===== src/rtl/reg_change_monitor.sv =====
// ---------------------------------------------------------------------------
// reg_change_monitor
//
// Watches NREGS registers of XLEN bits each. It flags any cycle-to-cycle change
// on an enabled channel and queues it as a pending event. Pending events are
// delivered one at a time over a valid/ready port, lowest channel first.
//
// Ports
//   clk        : sole clock, rising edge
//   resetn     : asynchronous active-low reset
//   Value      : flattened channel values, channel i at [i*XLEN +: XLEN]
//   Mask       : per-channel change-detection enable
//   Clear      : per-channel synchronous clear of the pending flag
//   ClearAll   : clears all pending flags, Overrun and EventCount
//   Change     : per-channel "pending or changing right now"
//   ChgValid   : an event is presented
//   ChgReady   : consumer accepts the presented event
//   ChgIdx     : channel of the presented event
//   ChgData    : latest sampled value of channel ChgIdx
//   Overrun    : sticky, a change hit a channel that was already pending
//   EventCount : accepted events, saturating
// ---------------------------------------------------------------------------
module reg_change_monitor #(
  parameter int XLEN  = 64,
  parameter int NREGS = 4,
  parameter int IDXW  = (NREGS > 1) ? $clog2(NREGS) : 1,
  parameter int CNTW  = 16
) (
  input  logic                  clk,
  input  logic                  resetn,
  input  logic [NREGS*XLEN-1:0] Value,
  input  logic [NREGS-1:0]      Mask,
  input  logic [NREGS-1:0]      Clear,
  input  logic                  ClearAll,
  output logic [NREGS-1:0]      Change,
  output logic                  ChgValid,
  input  logic                  ChgReady,
  output logic [IDXW-1:0]       ChgIdx,
  output logic [XLEN-1:0]       ChgData,
  output logic                  Overrun,
  output logic [CNTW-1:0]       EventCount
);

  logic [XLEN-1:0]  prev_q [NREGS];
  logic [NREGS-1:0] local_chg;
  logic [NREGS-1:0] pending_q, pending_d;
  logic [NREGS-1:0] pop;
  logic [NREGS-1:0] clr;
  logic             overrun_q, overrun_d;
  logic [CNTW-1:0]  count_q, count_d;
  logic [IDXW-1:0]  sel_idx;
  logic             accept;

  // Previous-value snapshot: loaded every cycle, independent of Mask, so
  // re-enabling a channel never reports a stale difference.
  always_ff @(posedge clk or negedge resetn) begin
    if (!resetn) begin
      for (int i = 0; i < NREGS; i++) prev_q[i] <= '0;
    end else begin
      for (int i = 0; i < NREGS; i++) prev_q[i] <= Value[i*XLEN +: XLEN];
    end
  end

  genvar gi;
  generate
    for (gi = 0; gi < NREGS; gi++) begin : g_chan
      assign local_chg[gi] = Mask[gi] & (Value[gi*XLEN +: XLEN] != prev_q[gi]);
      assign pop[gi]       = accept & (sel_idx == IDXW'(gi));
    end
  endgenerate

  // Fixed priority: descending scan so the lowest pending index wins.
  always_comb begin
    sel_idx = '0;
    for (int i = NREGS - 1; i >= 0; i--) begin
      if (pending_q[i]) sel_idx = IDXW'(i);
    end
  end

  // Valid comes from registered flags only; a fresh change shows up on
  // Change immediately but is presented as an event one cycle later.
  assign ChgValid = |pending_q;
  assign ChgIdx   = sel_idx;
  assign ChgData  = prev_q[sel_idx];
  assign accept   = ChgValid & ChgReady;

  assign Change   = pending_q | local_chg;

  // A new change dominates any clear in the same cycle, so it is never lost.
  assign clr       = Clear | {NREGS{ClearAll}} | pop;
  assign pending_d = local_chg | (pending_q & ~clr);

  // Overrun only counts a change that lands on a flag which would otherwise
  // survive this cycle; a change coinciding with its own clear is not lost.
  assign overrun_d = ClearAll ? 1'b0
                              : (overrun_q | (|(local_chg & pending_q & ~clr)));

  always_comb begin
    count_d = count_q;
    if (ClearAll) begin
      count_d = '0;
    end else if (accept && !(&count_q)) begin
      count_d = count_q + CNTW'(1);
    end
  end

  always_ff @(posedge clk or negedge resetn) begin
    if (!resetn) begin
      pending_q <= '0;
      overrun_q <= 1'b0;
      count_q   <= '0;
    end else begin
      pending_q <= pending_d;
      overrun_q <= overrun_d;
      count_q   <= count_d;
    end
  end

  assign Overrun    = overrun_q;
  assign EventCount = count_q;

endmodule

===== config.mk =====
export PLATFORM = sky130hd
export DESIGN_NAME = reg_change_monitor
export DESIGN_NICKNAME = d
export VERILOG_FILES = /design/src/rtl/reg_change_monitor.sv
export SDC_FILE = /design/constraint.sdc
export NUM_CORES = 1
export LEC_CHECK = 0
export CAP_MARGIN = 5
export CORE_MARGIN = 2
export CORE_UTILIZATION = 45
export DETAILED_ROUTE_END_ITERATION = 6
export PLACE_DENSITY = 0.79
export SYNTH_ARGS = -nofsm -noshare
export SYNTH_HDL_FRONTEND = slang
export SYNTH_SLANG_ARGS = --single-unit
export TNS_END_PERCENT = 1

===== constraint.sdc =====
create_clock -name clk -period 3.1 [get_ports clk]
set_input_delay 0.62 -clock clk [delete_from_list [all_inputs] [get_ports clk]]
set_output_delay 0.62 -clock clk [all_outputs]
set_load 0.1 [all_outputs]

==> results of run 1 <==
## area by class of cell
cell class	instances	area [um^2]	area share [%]
Sequential cell	277	6930	38.1
Multi-Input combinational cell	632	4900	27.0
Timing Repair Buffer	414	4850	26.7
Clock buffer	44	905	4.98
Tap cell	330	413	2.27
Clock inverter	11	134	0.737
Inverter	5	18.8	0.103
Antenna cell	7	17.5	0.0964
## worst paths after layout
path / endpoint / slack (ps) / depth (start not counted)
setup reg to reg: Overrun$_DFF_PN0_ / 800 / 7
min in group clk: prev_q[139]$_DFF_PN0_ / 230 / 1
setup / recovery: Change[3] / -150 / 7
hold / removal: prev_q[222]$_DFF_PN0_ / 50 / 1
max in group asynchronous: prev_q[122]$_DFF_PN0_ / 2260 / 2
hold reg to reg: EventCount[7]$_DFFE_PN0P_ / 590 / 2
## sequential cells by signal (all words and copies together) (netlist names)
name / cells
Overrun: 1
pending_q: 4
EventCount: 16
prev_q: 256
## kinds of logic after synthesis
group,Yosys count
xor+xnor,270
simple gates,286
flops,277
buf+inv,35
compound gates,75
fa+ha+maj,1
## cell usage after synthesis, drive strengths merged, types with 5 or more instances
master	instances
dfrtp	277
nand3	6
nand4	70
clkbuf	28
nor2	22
nor3b	5
xnor2	270
nor3	9
nor4	18
inv	5
a222oi	64
nand2	144
## layout by cell type (no fill, tap or decap), types with 12 or more instances in the layout
master / Yosys / layout
nor4_2: 1 / 12
dlymetal6s2s_1: 0 / 44
clkbuf_16: 0 / 31
nor2_1: 22 / 20
a222oi_1: 64 / 64
nand2_1: 144 / 141
clkdlybuf4s50_1: 0 / 213
xnor2_1: 270 / 237
xnor2_2: 0 / 33
buf_12: 0 / 77
buf_4: 0 / 68
nand4_1: 70 / 70
dfrtp_1: 277 / 276
## report_power, final
| part | internal, mW | total (mW) | switching [mW] |
|---|---|---|---|
| clock | 2.26 | 3.72 | 1.46 |
| sequential | 3.80 | 3.96 | 0.166 |
| combinational | 1.12 | 2.73 | 1.61 |
## per-layer routing
| layer | wire, um | GRT usage, % | vias up |
|---|---|---|---|
| met1 | 16700 | 41.6 | 4917 |
| met3 | 4150 | 6.73 | 82 |
| met2 | 22000 | 54.9 | 556 |
| met5 | 13 | 0 | - |
| li1 | - | - | 4212 |
| met4 | 1690 | 10.2 | 2 |
## timing repair
item | 4_1_cts | 5_1_grt
pin swaps | 16 | 62
hold buffers | 0 | 0
endpoints found under the hold margin | 0 | 0
endpoints found under the setup margin | 68 | 19
gates resized for setup | 22 | 86
setup buffers | 4 | 3
==> run summary, run 1 <==
Peak fanout along the critical path -> 2
Detail Route Antenna Nets -> 0
Endpoint arrival time on the critical path -> 2630 ps
Layout-stage area growth over the synthesis result -> 56.8%
Number of enable-type register cells in the synthesized netlist -> 0
Site row count -> 58
Share of synthesized flip-flops with an asynchronous set or reset -> 100%
Lkg Pwr -> 7.83 nW
Number of antenna violations at the first check in global routing -> 10
Count of pins on the block boundary -> 356
Fraction of the core area covered by cells at the end of the flow -> 72.0%
Via count -> 9769
Setup WS pre-CTS -> -398 ps
Remaining DRCs -> 21
Final instance area -> 18200 um^2
Nets -> 1629
Placement-stage cell area -> 16600 um^2
Biggest area contributors in the synthesized netlist -> dfrtp_1 (60%), xnor2_1 (20%), a222oi_1 (5.5%), nand2_1 (4.7%), nand4_1 (3.8%)
Crit-path leading delay family -> simple AND/OR/NAND/NOR gates
Largest buffer count on any clock path -> 3
Unique cell type count in the Yosys netlist -> 29
Core region area -> 25300 um^2
Detailed-router iteration count before antenna repair -> 7
Global placement routability congestion -> 0.927
Final clock period utilization by the worst path -> 105%
Class of the tightest hold or removal check -> primary input to async pin
Post-Layout Cell Count -> 1720
Sequential fraction of the synthesis area -> 59.8%
All-layer global routing usage -> 32.3%
Cell Pwr Density -> 573 nW/um^2
Share of the synthesized area in the top cell type -> 59.8%
Peak VDD IR -> 0.603 mV
Number of max-slew violations in the final report -> 0
Number of cells produced by synthesis -> 944
Run status -> complete, but fails checks
Clock tree from TritonCTS -> yes
Cell type with the largest total area after synthesis -> dfrtp_1
Post-synth design cell area -> 11600 um^2
Most used cell along the critical path -> nand4_1
Worst setup path class -> primary input to output port
Violated checks -> DRC, setup timing
Number of filler cells placed in the layout -> 1736
Synthesized-area fraction occupied by xor and xnor cells -> 20.4%
Latest clock arrival within the worst-skew pair -> 550 ps
Relative slew slack -> 51.0%
Highest clock rate -> 308 MHz
Final-report hold violation count -> 0
Number of buffers created by CTS -> 30
CTS root buffer -> clkbuf_16
Sinks on the clock net -> 277
Chip height -> 164 um
Required time at the endpoint of the critical path -> 2480 ps
Number of maximum-capacitance constraint violations -> 0
Vias per inst -> 5.68
Fraction of the mapped netlist area in compound gates -> 6.14%
Worst Skew -> 8.96 ps
Crit path time final -> 3250 ps
Count of yosys warnings during synthesis -> 0
Delay contributed by the slowest stage of the critical path -> 440 ps
Total die area -> 27000 um^2
WL/cell -> 25.9 um
Main combinational cell family by area after synthesis -> XOR/XNOR gates
Total wire length -> 44600 um
Startpoint of the worst setup timing path -> Value[253]
Bufs and invs on worst path -> 2
Dpl cells -> 1651
Final setup fails -> 4
Share of final-layout standard cells stronger than drive strength 1 -> 19.1%
Most used DFF post-synth -> dfrtp_1
Global-route wire length before repair -> 63300 um
Worst-path cell with the longest stage delay -> clkdlybuf4s50_1
Worst-case hold slack -> 46.9 ps
Crit. End Element -> output port
Largest net degree at the start of global routing -> 72
Residual overflow from global routing -> 0
Mapped Nets -> 1213
Violation count after the first detailed-routing iteration -> 1299
Via count of the first global-routing pass -> 10100
Adder-Cell Fraction of Synth Area -> 0.108%
Sum of net half-perimeters after detailed placement -> 34100 um
Setup slack after layout -> -151 ps
Unrepaired setup endpoints after global routing -> yes
Worst Max-Slew Pin Slew -> 735 ps
Horizontal die dimension -> 164 um
Sum of internal, switching and leakage power -> 10.4 mW
Multiplexer fraction of the synthesized cell area -> 0%
Worst path cell trace -> clkdlybuf4s50_1 > xnor2_1 > nand4_1 > nor4_2 > nand4_1 > a21o_1 > buf_12
Post-synthesis simple-gate area fraction -> 12.3%
Beginning of the worst register-to-register path -> prev_q[61]$_DFF_PN0_
Clock Pin Slew Worst Setup and Hold Paths -> 60 ps
Total negative setup slack -> -412 ps
Avg Inst Size Synth -> 12.3 um^2
Number of I/O port buffers -> 355
Seq cells post-synth -> 277
CP startpoint kind -> primary input
Max H-tree Level -> 1
Initial core utilization -> 45.9%
(Power assumes the default switching activity.)
==> run 2: changes to the inputs <==
--- a/config.mk
+++ b/config.mk
@@ -9,6 +9,7 @@
 export CORE_MARGIN = 2
 export CORE_UTILIZATION = 45
 export DETAILED_ROUTE_END_ITERATION = 6
+export MAX_ROUTING_LAYER = met4
 export PLACE_DENSITY = 0.79
 export SYNTH_ARGS = -nofsm -noshare
 export SYNTH_HDL_FRONTEND = slang
==> run summary, run 2 (synthesis results as in run 1) <==
Run status -> complete, but fails checks
Violated checks -> DRC, hold timing, setup timing
Register with the most flip-flops -> prev_q
Vias per inst -> 5.53
All-layer global routing usage -> 32.9%
Remaining DRCs -> 7
Count of pins on the block boundary -> 356
Met3 routed WL -> 4280 um
Core region area -> 25300 um^2
Nets -> 1622
Number of I/O port buffers -> 355
Max layer used -> met4
Layout-stage area growth over the synthesis result -> 55.0%
Relative slew slack -> 50.6%
Required time at the endpoint of the critical path -> 2480 ps
Lkg Pwr -> 7.53 nW
Site row count -> 58
Worst Max-Slew Pin Slew -> 741 ps
Largest buffer count on any clock path -> 3
Crit. End Element -> output port
Commonest non-fill, non-tap cell in the layout -> dfrtp_1
Cell Pwr Density -> 568 nW/um^2
Crit path time final -> 3240 ps
Number of filler cells placed in the layout -> 1742
Final-report hold violation count -> 5
Final setup fails -> 4
Worst-case hold slack -> -6.03 ps
Sum of internal, switching and leakage power -> 10.2 mW
Detail Route Antenna Nets -> 0
Peak fanout along the critical path -> 2
Setup WS pre-CTS -> -568 ps
Horizontal die dimension -> 164 um
Share of final-layout standard cells stronger than drive strength 1 -> 18.0%
Chip height -> 164 um
Worst-path cell with the longest stage delay -> clkdlybuf4s50_1
Critical register-to-register path endpoint -> Overrun$_DFF_PN0_
Highest-count cells in the layout ignoring fill and taps -> dfrtp_1 (276), xnor2_1 (246), clkdlybuf4s50_1 (228), nand2_1 (137), buf_12 (76)
Sum of net half-perimeters after detailed placement -> 33200 um
Post-Layout Cell Count -> 1718
Latest clock arrival within the worst-skew pair -> 560 ps
Detailed-router iteration count before antenna repair -> 7
Largest net degree at the start of global routing -> 69
Reg2reg setup slack -> 890 ps
Endpoint arrival time on the critical path -> 2620 ps
Worst Skew -> 24.8 ps
Worst path cell trace -> clkdlybuf4s50_1 > xnor2_2 > nand4_1 > nor4_2 > nand4_1 > nand2_1 > nand2_2 > buf_12
Clock tree from TritonCTS -> yes
Clock Pin Slew Worst Setup and Hold Paths -> 60 ps
Delay contributed by the slowest stage of the critical path -> 490 ps
Class of the tightest hold or removal check -> primary input to async pin
Met2 routed WL -> 20900 um
Via count of the first global-routing pass -> 10000
Unrepaired setup endpoints after global routing -> yes
Number of max-slew violations in the final report -> 0
CP startpoint kind -> primary input
Setup slack after layout -> -138 ps
Number of maximum-capacitance constraint violations -> 0
Highest clock rate -> 309 MHz
Area occupied by registers -> 6930 um^2
Beginning of the worst register-to-register path -> prev_q[45]$_DFF_PN0_
Most used cell along the critical path -> nand4_1
Number of buffers inserted by hold repair at cts -> 0
Sinks on the clock net -> 277
Max H-tree Level -> 1
WL/cell -> 25.4 um
Total die area -> 27000 um^2
Footprint of the multi-input gates -> 4870 um^2
Number of antenna violations at the first check in global routing -> 9
Total wire length -> 43700 um
Residual overflow from global routing -> 0
Sum of routed wire segments on met1 -> 16400 um
R2r worst-path depth -> 10
Global-route wire length before repair -> 62400 um
Violation count after the first detailed-routing iteration -> 1035
Dpl cells -> 1645
Largest register FFs -> 256
Initial core utilization -> 45.9%
Via count -> 9492
Final clock period utilization by the worst path -> 104%
Peak VDD IR -> 0.528 mV
Global placement routability congestion -> 0.918
Number of buffers created by CTS -> 30
CTS root buffer -> clkbuf_16
Worst setup path class -> primary input to output port
-- run 2: cell count changes in the layout (fill, tap and decap cells not counted), moves of 2 or more --
cell,before,now
xnor2_1,237,246
nand2_1,141,137
xnor2_2,33,24
clkdlybuf4s50_1,213,228
dlygate4sd2_1,9,16
clkbuf_1,5,12
buf_4,68,61
diode_2,7,11
dlymetal6s2s_1,44,22
clkbuf_8,8,6
clkinv_2,7,5
nand2_2,1,4
-- run 2: worst max path at each step --
stage                                      start          end  slack [ps]  cells after the start
final                                 Value[132]    Change[2]        -140                      8
after detailed placement               Value[59]    Change[0]        -570                      9
after floorplan           pending_q[0]$_DFF_PN0_  ChgData[10]           4                      5
after CTS                  prev_q[251]$_DFF_PN0_    Change[0]         -90                      9
after global placement                 Value[59]    Change[0]        -550                      9
after global routing                  Value[155]    Change[2]        -180                      8
-- run 2: per-stage QoR --
step | instance area (um^2) | TNS [ps] | util [%] | hold slack (ps)
global placement | 16500 | -1210 | 65.5 | 552
floorplan | 11600 | 0 | - | 324
finish | 18000 | -264 | 71.1 | -6.03
detailed placement | 16500 | -1300 | 65.5 | 578
CTS | 17700 | -258 | 69.9 | 8.71
global route | 18000 | -767 | 71.1 | 33.2
-- run 2: worst max-delay path, delay by kind of cell --
kind / cells / cell delay (ps)
AND/OR/NAND/NOR: 5 / 1070
XOR/XNOR: 1 / 260
buffers and inverters: 2 / 670
-- run 2: layout make-up --
cell class	count	area share [%]
sequential	277	38.6
multi-input combinational	632	27.1
timing repair buffer	407	26.3
clock buffer	48	4.89
tap	330	2.30
clock inverter	8	0.564
antenna	11	0.153
inverter	5	0.104
-- run 2: power by group --
part | total, mW | internal [mW] | leakage (nW) | switching, mW
Sequential | 3.96 | 3.80 | 3.26 | 0.163
Clock | 3.55 | 2.10 | 0.482 | 1.45
Combinational | 2.70 | 1.10 | 3.79 | 1.60
Total | 10.2 | 7.00 | 7.53 | 3.21
-- run 2: timing repair --
item	4_1_cts	5_1_grt
endpoints found under the setup margin	38	15
cloned	0	0
resized for setup	39	54
setup buffers	4	2
pin swaps	24	47
-- run 2: metal layers --
| layer | up-vias | GRT usage [%] |
|---|---|---|
| met3 | 101 | 8.56 |
| met5 | - | - |
| met2 | 525 | 51.4 |
| met4 | 0 | 14.7 |
| met1 | 4679 | 40.5 |
| li1 | 4187 | - |
